===== config.mk =====
export PLATFORM = sky130hd
export DESIGN_NAME = gbuf_arbiter_flat
export DESIGN_NICKNAME = d
export VERILOG_FILES = /design/src/rtl/gbuf_arbiter_if.sv /design/src/rtl/gbuf_arbiter.sv /design/src/flat_wrapper.sv
export SDC_FILE = /design/constraint.sdc
export NUM_CORES = 1
export LEC_CHECK = 0
export CORE_AREA = 2 2 326 328
export CTS_BUF_LIST = sky130_fd_sc_hd__clkbuf_16
export DETAILED_ROUTE_END_ITERATION = 16
export DIE_AREA = 0 0 328 330
export SETUP_SLACK_MARGIN = 0.15
export SYNTH_ARGS = -nofsm -noshare
export SYNTH_HDL_FRONTEND = slang
export SYNTH_SLANG_ARGS = --single-unit

===== constraint.sdc =====
create_clock -name clk -period 2.9 [get_ports clk]
set_input_delay 0.58 -clock clk [delete_from_list [all_inputs] [get_ports clk]]
set_output_delay 0.58 -clock clk [all_outputs]
set_load 0.05 [all_outputs]

===== src/rtl/gbuf_arbiter_if.sv =====
// Requester command/response bundle plus the single-port SRAM pins for the global buffer arbiter.
// The arbiter connects through the slave modport; the requester/SRAM side uses master.
interface gbuf_arbiter_if #(
    parameter int NUM_REQ = 3,
    parameter int ADDR_W  = 10,
    parameter int DATA_W  = 128
);
    logic [NUM_REQ-1:0]        req_valid;
    logic [NUM_REQ-1:0]        req_wen;
    logic [NUM_REQ-1:0]        req_lock;
    logic [NUM_REQ*ADDR_W-1:0] req_addr;
    logic [NUM_REQ*DATA_W-1:0] req_wdata;
    logic [NUM_REQ-1:0]        req_ready;
    logic [NUM_REQ-1:0]        rsp_valid;
    logic [DATA_W-1:0]         rsp_rdata;
    logic                      sram_wen;
    logic [ADDR_W-1:0]         sram_addr;
    logic [DATA_W-1:0]         sram_di;
    logic [DATA_W-1:0]         sram_do;

    modport slave (
        input  req_valid, req_wen, req_lock, req_addr, req_wdata, sram_do,
        output req_ready, rsp_valid, rsp_rdata, sram_wen, sram_addr, sram_di
    );

    modport master (
        output req_valid, req_wen, req_lock, req_addr, req_wdata, sram_do,
        input  req_ready, rsp_valid, rsp_rdata, sram_wen, sram_addr, sram_di
    );
endinterface


===== src/rtl/gbuf_arbiter.sv =====
// Round-robin arbiter for the single-port global buffer SRAM with locked bursts
// and one-cycle-late read response routing back to the issuing requester.
module gbuf_arbiter #(
    parameter int NUM_REQ = 3,
    parameter int ADDR_W  = 10,
    parameter int DATA_W  = 128
) (
    input  logic                       clk,
    input  logic                       reset,
    gbuf_arbiter_if.slave              bus,
    output logic [$clog2(NUM_REQ)-1:0] dbg_rr_ptr_o,
    output logic                       dbg_lock_vld_o,
    output logic [$clog2(NUM_REQ)-1:0] dbg_lock_idx_o
);
    localparam int IDX_W = $clog2(NUM_REQ);

    // Handshake: a command from requester i is accepted on a rising edge where
    // req_valid[i] & req_ready[i]; ready is a one-hot grant that never depends on
    // a requester being ready for anything, and responses have no backpressure.

    logic [IDX_W-1:0]   rr_ptr_q, rr_ptr_d;
    logic               lock_vld_q, lock_vld_d;
    logic [IDX_W-1:0]   lock_idx_q, lock_idx_d;
    logic [NUM_REQ-1:0] rsp_pend_q, rsp_pend_d;
    logic [ADDR_W-1:0]  sram_addr_q, sram_addr_d;
    logic [DATA_W-1:0]  sram_di_q, sram_di_d;
    logic               sram_wen_d;

    logic               grant_vld;
    logic [IDX_W-1:0]   grant_idx;
    logic [IDX_W-1:0]   cand;
    logic [NUM_REQ-1:0] grant;

    function automatic logic [IDX_W-1:0] wrap_idx(input int v);
        int r;
        r = v % NUM_REQ;
        return r[IDX_W-1:0];
    endfunction

    // A lock owner is the only candidate; if it drops valid the buffer idles.
    always_comb begin
        grant_vld = 1'b0;
        grant_idx = '0;
        cand      = '0;
        if (!reset) begin
            if (lock_vld_q) begin
                grant_vld = bus.req_valid[lock_idx_q];
                grant_idx = lock_idx_q;
            end else begin
                for (int k = 0; k < NUM_REQ; k++) begin
                    cand = wrap_idx(int'(rr_ptr_q) + k);
                    if (!grant_vld && bus.req_valid[cand]) begin
                        grant_vld = 1'b1;
                        grant_idx = cand;
                    end
                end
            end
        end
    end

    always_comb begin
        grant = '0;
        if (grant_vld) begin
            grant[grant_idx] = 1'b1;
        end
    end

    always_comb begin
        rr_ptr_d    = rr_ptr_q;
        lock_vld_d  = lock_vld_q;
        lock_idx_d  = lock_idx_q;
        rsp_pend_d  = '0;
        sram_wen_d  = 1'b0;
        sram_addr_d = sram_addr_q;
        sram_di_d   = sram_di_q;
        if (grant_vld) begin
            rr_ptr_d    = wrap_idx(int'(grant_idx) + 1);
            lock_vld_d  = bus.req_lock[grant_idx];
            lock_idx_d  = grant_idx;
            sram_wen_d  = bus.req_wen[grant_idx];
            sram_addr_d = bus.req_addr[grant_idx*ADDR_W +: ADDR_W];
            sram_di_d   = bus.req_wdata[grant_idx*DATA_W +: DATA_W];
            if (!bus.req_wen[grant_idx]) begin
                rsp_pend_d = grant;
            end
        end
    end

    always_ff @(posedge clk) begin
        if (reset) begin
            rr_ptr_q    <= '0;
            lock_vld_q  <= 1'b0;
            lock_idx_q  <= '0;
            rsp_pend_q  <= '0;
            sram_addr_q <= '0;
            sram_di_q   <= '0;
        end else begin
            rr_ptr_q    <= rr_ptr_d;
            lock_vld_q  <= lock_vld_d;
            lock_idx_q  <= lock_idx_d;
            rsp_pend_q  <= rsp_pend_d;
            sram_addr_q <= sram_addr_d;
            sram_di_q   <= sram_di_d;
        end
    end

    // Idle cycles keep the last address/data on the pins; with wen=0 that read is ignored.
    assign bus.req_ready = grant;
    assign bus.sram_wen  = sram_wen_d;
    assign bus.sram_addr = sram_addr_d;
    assign bus.sram_di   = sram_di_d;
    assign bus.rsp_valid = rsp_pend_q;
    assign bus.rsp_rdata = bus.sram_do;

    assign dbg_rr_ptr_o   = rr_ptr_q;
    assign dbg_lock_vld_o = lock_vld_q;
    assign dbg_lock_idx_o = lock_idx_q;
endmodule


===== src/flat_wrapper.sv =====
// flat-port wrapper written by rule: the top's interface ports become plain ports
module gbuf_arbiter_flat 
#(
    parameter int NUM_REQ = 3,
    parameter int ADDR_W  = 10,
    parameter int DATA_W  = 128
)
  (clk, reset, dbg_rr_ptr_o, dbg_lock_vld_o, dbg_lock_idx_o, bus_req_valid, bus_req_wen, bus_req_lock, bus_req_addr, bus_req_wdata, bus_sram_do, bus_req_ready, bus_rsp_valid, bus_rsp_rdata, bus_sram_wen, bus_sram_addr, bus_sram_di);
  gbuf_arbiter_if #(.NUM_REQ(NUM_REQ), .ADDR_W(ADDR_W), .DATA_W(DATA_W)) bus_i ();
  input  logic clk;
  input  logic reset;
  output logic [$clog2(NUM_REQ)-1:0] dbg_rr_ptr_o;
  output logic dbg_lock_vld_o;
  output logic [$clog2(NUM_REQ)-1:0] dbg_lock_idx_o;
  input wire logic [$bits(bus_i.req_valid)-1:0] bus_req_valid;
  input wire logic [$bits(bus_i.req_wen)-1:0] bus_req_wen;
  input wire logic [$bits(bus_i.req_lock)-1:0] bus_req_lock;
  input wire logic [$bits(bus_i.req_addr)-1:0] bus_req_addr;
  input wire logic [$bits(bus_i.req_wdata)-1:0] bus_req_wdata;
  input wire logic [$bits(bus_i.sram_do)-1:0] bus_sram_do;
  output wire logic [$bits(bus_i.req_ready)-1:0] bus_req_ready;
  output wire logic [$bits(bus_i.rsp_valid)-1:0] bus_rsp_valid;
  output wire logic [$bits(bus_i.rsp_rdata)-1:0] bus_rsp_rdata;
  output wire logic [$bits(bus_i.sram_wen)-1:0] bus_sram_wen;
  output wire logic [$bits(bus_i.sram_addr)-1:0] bus_sram_addr;
  output wire logic [$bits(bus_i.sram_di)-1:0] bus_sram_di;
  assign bus_i.req_valid = bus_req_valid;
  assign bus_i.req_wen = bus_req_wen;
  assign bus_i.req_lock = bus_req_lock;
  assign bus_i.req_addr = bus_req_addr;
  assign bus_i.req_wdata = bus_req_wdata;
  assign bus_i.sram_do = bus_sram_do;
  assign bus_req_ready = bus_i.req_ready;
  assign bus_rsp_valid = bus_i.rsp_valid;
  assign bus_rsp_rdata = bus_i.rsp_rdata;
  assign bus_sram_wen = bus_i.sram_wen;
  assign bus_sram_addr = bus_i.sram_addr;
  assign bus_sram_di = bus_i.sram_di;
  gbuf_arbiter #(.NUM_REQ(NUM_REQ), .ADDR_W(ADDR_W), .DATA_W(DATA_W)) u_core (.clk(clk), .reset(reset), .bus(bus_i), .dbg_rr_ptr_o(dbg_rr_ptr_o), .dbg_lock_vld_o(dbg_lock_vld_o), .dbg_lock_idx_o(dbg_lock_idx_o));
endmodule

==> summary.md <==
| Metric | Value |
|---|---|
| Syn Inst Count | `1474` |
| Clock buffer depth | `2` |
| Static leakage | `9.86 nW` |
| Placed cell count | `3417` |
| HP Start | `u_core.sram_di_q[15]$_SDFF_PP0_` |
| DRT antenna net count | `0` |
| Hold Path Sink | `u_core.sram_di_q[15]$_SDFF_PP0_` |
| Data arrival time of the worst path | `3120 ps` |
| Pre-CTS worst setup slack | `-1000 ps` |
| Critical Path End Type | `output port` |
| Slew Viols, Final | `0` |
| VDD IR-drop max | `0.524 mV` |
| Clock latency on the worst-skew pair | `500 ps` |
| Grt total ovfl | `0` |
| Syn_area_per_cell | `8.03 um2` |
| Crit path from | `u_core.dbg_rr_ptr_o[0]$_SDFFE_PP0P_` |
| Fin crit period | `3700 ps` |
| Status | `finished, violations left` |
| Hold Buf Count CTS | `0` |
| DIE AREA | `108000 um2` |
| Root Driver | `clkbuf_16` |
| Global-route wire length before repair | `109000 um` |
| Slew HR | `0.562` |
| Clock transition at path regs | `70 ps` |
| Reg2reg path depth | `12` |
| Top delay family on crit path | `compound AO/OA/AOI/OAI gates` |
| Worst-margin pin slew | `654 ps` |
| R2R Path Start | `u_core.dbg_rr_ptr_o[0]$_SDFFE_PP0P_` |
| Width of the die | `328 um` |
| Power Total | `25.0 mW` |
| Largest net degree at the start of global routing | `50` |
| Final hold vios | `0` |
| Core Area | `105000 um2` |
| Total wire length | `82400 um` |
| Crit path buf inv count | `4` |
| DR DRC count | `0` |
| CTS HTree Levels | `4` |
| Die height | `330 um` |
| Met2 Resource Use GR | `0.237` |
| RSZ-0062 raised after global routing | `yes` |
| Maxcap violations | `0` |
| Hold Path Class | `flop to flop` |
| Seq/Total Area, Yosys | `0.247` |
| Total clock sinks | `146` |
| Grt peak-use layer | `met2` |
| Setup TNS | `-98540 ps` |
| Initial DRC count | `985` |
| Final worst slack | `-801 ps` |
| Fillers | `11100` |
| Vias per inst | `4.33` |
| CTS buffer count | `17` |
| Hold path depth | `1` |
| Ports | `831` |
| Startpoint types | `flop` |
| Crit path top cell by count | `buf_12` |
| Maximum net fanout on the critical path | `22` |
| CTS tree | `yes` |
| Initial antenna violation count | `15` |
| GPL Wtd Cong | `0.899` |
| Tcrit/Tclk final | `1.28` |
| Post-route insts no fill | `3520` |
| Yosys cell types | `40` |
| Pre-antenna DRT Iters | `5` |
| Syn_nets | `2029` |
| Logic depth of the worst path, buffers included | `10` |
| Synth-to-Final Area Change | `115%` |
| RR Endpoint | `u_core.dbg_lock_vld_o$_SDFFE_PP0P_` |
| Crit-path cells | `inv_2, ha_4, and3b_2, a211o_1, o311ai_4, buf_12, buf_12, a311oi_2, a21o_4, buf_4` |
| Fmax | `0.270 GHz` |
| DP Area | `22100 um2` |
| Layout cells sized above 1 | `0.419` |
| Synth Register Bits | `146` |
| Num rows | `119` |
| Overall routing resource usage | `0.140` |
| Port Buffers | `574` |
| Largest stage delay, worst path | `360 ps` |
| Layout net count | `2664` |
| Vias after detailed routing | `15300` |
| Req. time, crit path | `2320 ps` |
| Wire per inst | `23.4 um` |
| Met1 usage | `0.154` |
| Fin area | `25500 um2` |
| Worst Path Class, Setup | `flop to output port` |
| Power Dens Cells | `981 nW/um2` |
| Setup slack, reg-to-reg | `180 ps` |
| GR Util met3 | `0.0578` |
| Failing checks | `negative setup slack` |
| DP HPWL | `60500 um` |
| Vias in the first global route | `15000` |
| Worst path slowest cell | `dfxtp_4` |
| Ys Warns | `0` |
| Layout Skew | `12.5 ps` |
| Final setup viols | `142` |
| Initial Utilization | `0.113` |
| Cell Area, Synth | `11800 um2` |
-- where the power goes --
| group | switching (mW) | leakage, nW | internal (mW) |
|---|---|---|---|
| clock | 1.11 | 0.298 | 1.43 |
| combinational | 10.4 | 8.34 | 8.81 |
| sequential | 0.435 | 1.22 | 2.80 |
-- synth_stat cells, drive strengths merged --
master | n | area share
buf | 191 | 0.11
mux2i | 44 | 0.037
nand2 | 7 | 0.0022
nand3b | 2 | 0.0013
a21bo | 1 | 0.00085
a21o | 188 | 0.12
dfxtp | 146 | 0.25
a211o | 1 | 0.00074
o2bb2ai | 43 | 0.032
mux2 | 1 | 0.00095
o211ai | 44 | 0.028
nand2b | 1 | 0.00053
nand3 | 101 | 0.043
nor4 | 1 | 0.00053
nor2 | 47 | 0.015
a22oi | 1 | 0.00063
a22o | 1 | 0.00074
nor3b | 2 | 0.0013
and3b | 2 | 0.0015
a211oi | 138 | 0.088
a311oi | 94 | 0.097
a31oi | 44 | 0.023
o21ai | 180 | 0.076
clkbuf | 118 | 0.037
inv | 8 | 0.0025
or2 | 1 | 0.00053
clkinv | 1 | 0.00032
o311ai | 2 | 0.0027
nor3 | 1 | 0.00042
ha | 2 | 0.0021
a221oi | 4 | 0.0030
a21oi | 53 | 0.022
nor2b | 1 | 0.00053
o311a | 2 | 0.0017
and3 | 1 | 0.00053
-- how the worst max path moves through the flow --
stage                       end  slack (ps)
3_3_place_gp    bus_sram_di[10]       -1050
3_5_place_dp    bus_sram_di[16]       -1000
5_1_grt        bus_sram_addr[1]        -920
4_1_cts         bus_sram_di[56]        -840
2_1_floorplan   bus_sram_di[48]         -30
6_report       bus_sram_addr[6]        -800
-- per-layer routing --
metal | share of wire | routed length (um)
met1 | 0.37 | 30700
met2 | 0.49 | 40100
met3 | 0.097 | 7950
met4 | 0.043 | 3510
met5 | 0.00098 | 81
-- cell type report --
class                      instances  area (um2)  share of cell area
antenna                            7        17.5            0.000687
clock buffer                      17         425              0.0167
clock inverter                    15         190             0.00746
inverter                           9        37.5             0.00147
multi-input combinational       1011        9960               0.391
sequential                       146        2930               0.115
tap                             1391        1740              0.0683
timing repair buffer             924       10200               0.400
-- flip-flops by register name (all words and copies together), names as in the netlist --
register and flops:
u_core.sram_addr_q 10, u_core.sram_di_q 128, u_core.dbg_lock_vld_o 1, u_core.dbg_rr_ptr_o 2, u_core.dbg_lock_idx_o 2, u_core.bus.rsp_valid 3
-- cell families (layout without fill, tap and decap cells) --
group                    count (synthesis)  after routing  synth area share
multiplexers                            45             45            0.0382
AND/OR/NAND/NOR                        167            167            0.0669
other                                    0              7                 0
adder cells (fa/ha/maj)                  2              2           0.00211
AO/OA/AOI/OAI                          796            797             0.495
flip-flops                             146            146             0.247
buffers and inverters                  318            965             0.150
-- repair_timing --
| action | in CTS | in global routing |
|---|---|---|
| setup buffers | 26 | 21 |
| pin swaps | 33 | 54 |
| resized for setup | 140 | 211 |
| gates cloned | 9 | 8 |
| setup endpoints to repair | 145 | 151 |
-- stage by stage --
step | utilization | hold WS, ps
6_report | 0.244 | 457
5_1_grt | 0.243 | 463
4_1_cts | 0.228 | 458
3_5_place_dp | 0.211 | 442
3_3_place_gp | 0.211 | 434
2_1_floorplan | - | 427
-- worst register-to-register path: stages, from the launching register on --
cell and delay [ps]:
dfxtp_4 360, inv_2 40, ha_4 290, and3b_2 240, a311oi_4 240, buf_6 210, a21o_4 220, buf_12 180
buf_12 130, clkbuf_16 150, buf_4 120, nand3_1 70, a221oi_1 340
-- cells in the final DEF, fill, tap and decap left out, types with 26 or more instances in the layout --
cell type	Yosys	routed
a211oi_1	138	122
a21o_1	188	94
a21o_4	0	83
a21oi_4	0	46
a311oi_2	51	56
a311oi_4	0	36
buf_12	0	109
buf_4	139	277
buf_6	1	56
buf_8	0	30
clkdlybuf4s50_1	0	427
dfxtp_1	146	142
nand3_1	101	95
nor2_1	47	45
o211ai_1	44	44
o21ai_0	178	128
o21ai_2	0	26
o2bb2ai_1	43	42
(Power assumes the default switching activity.)
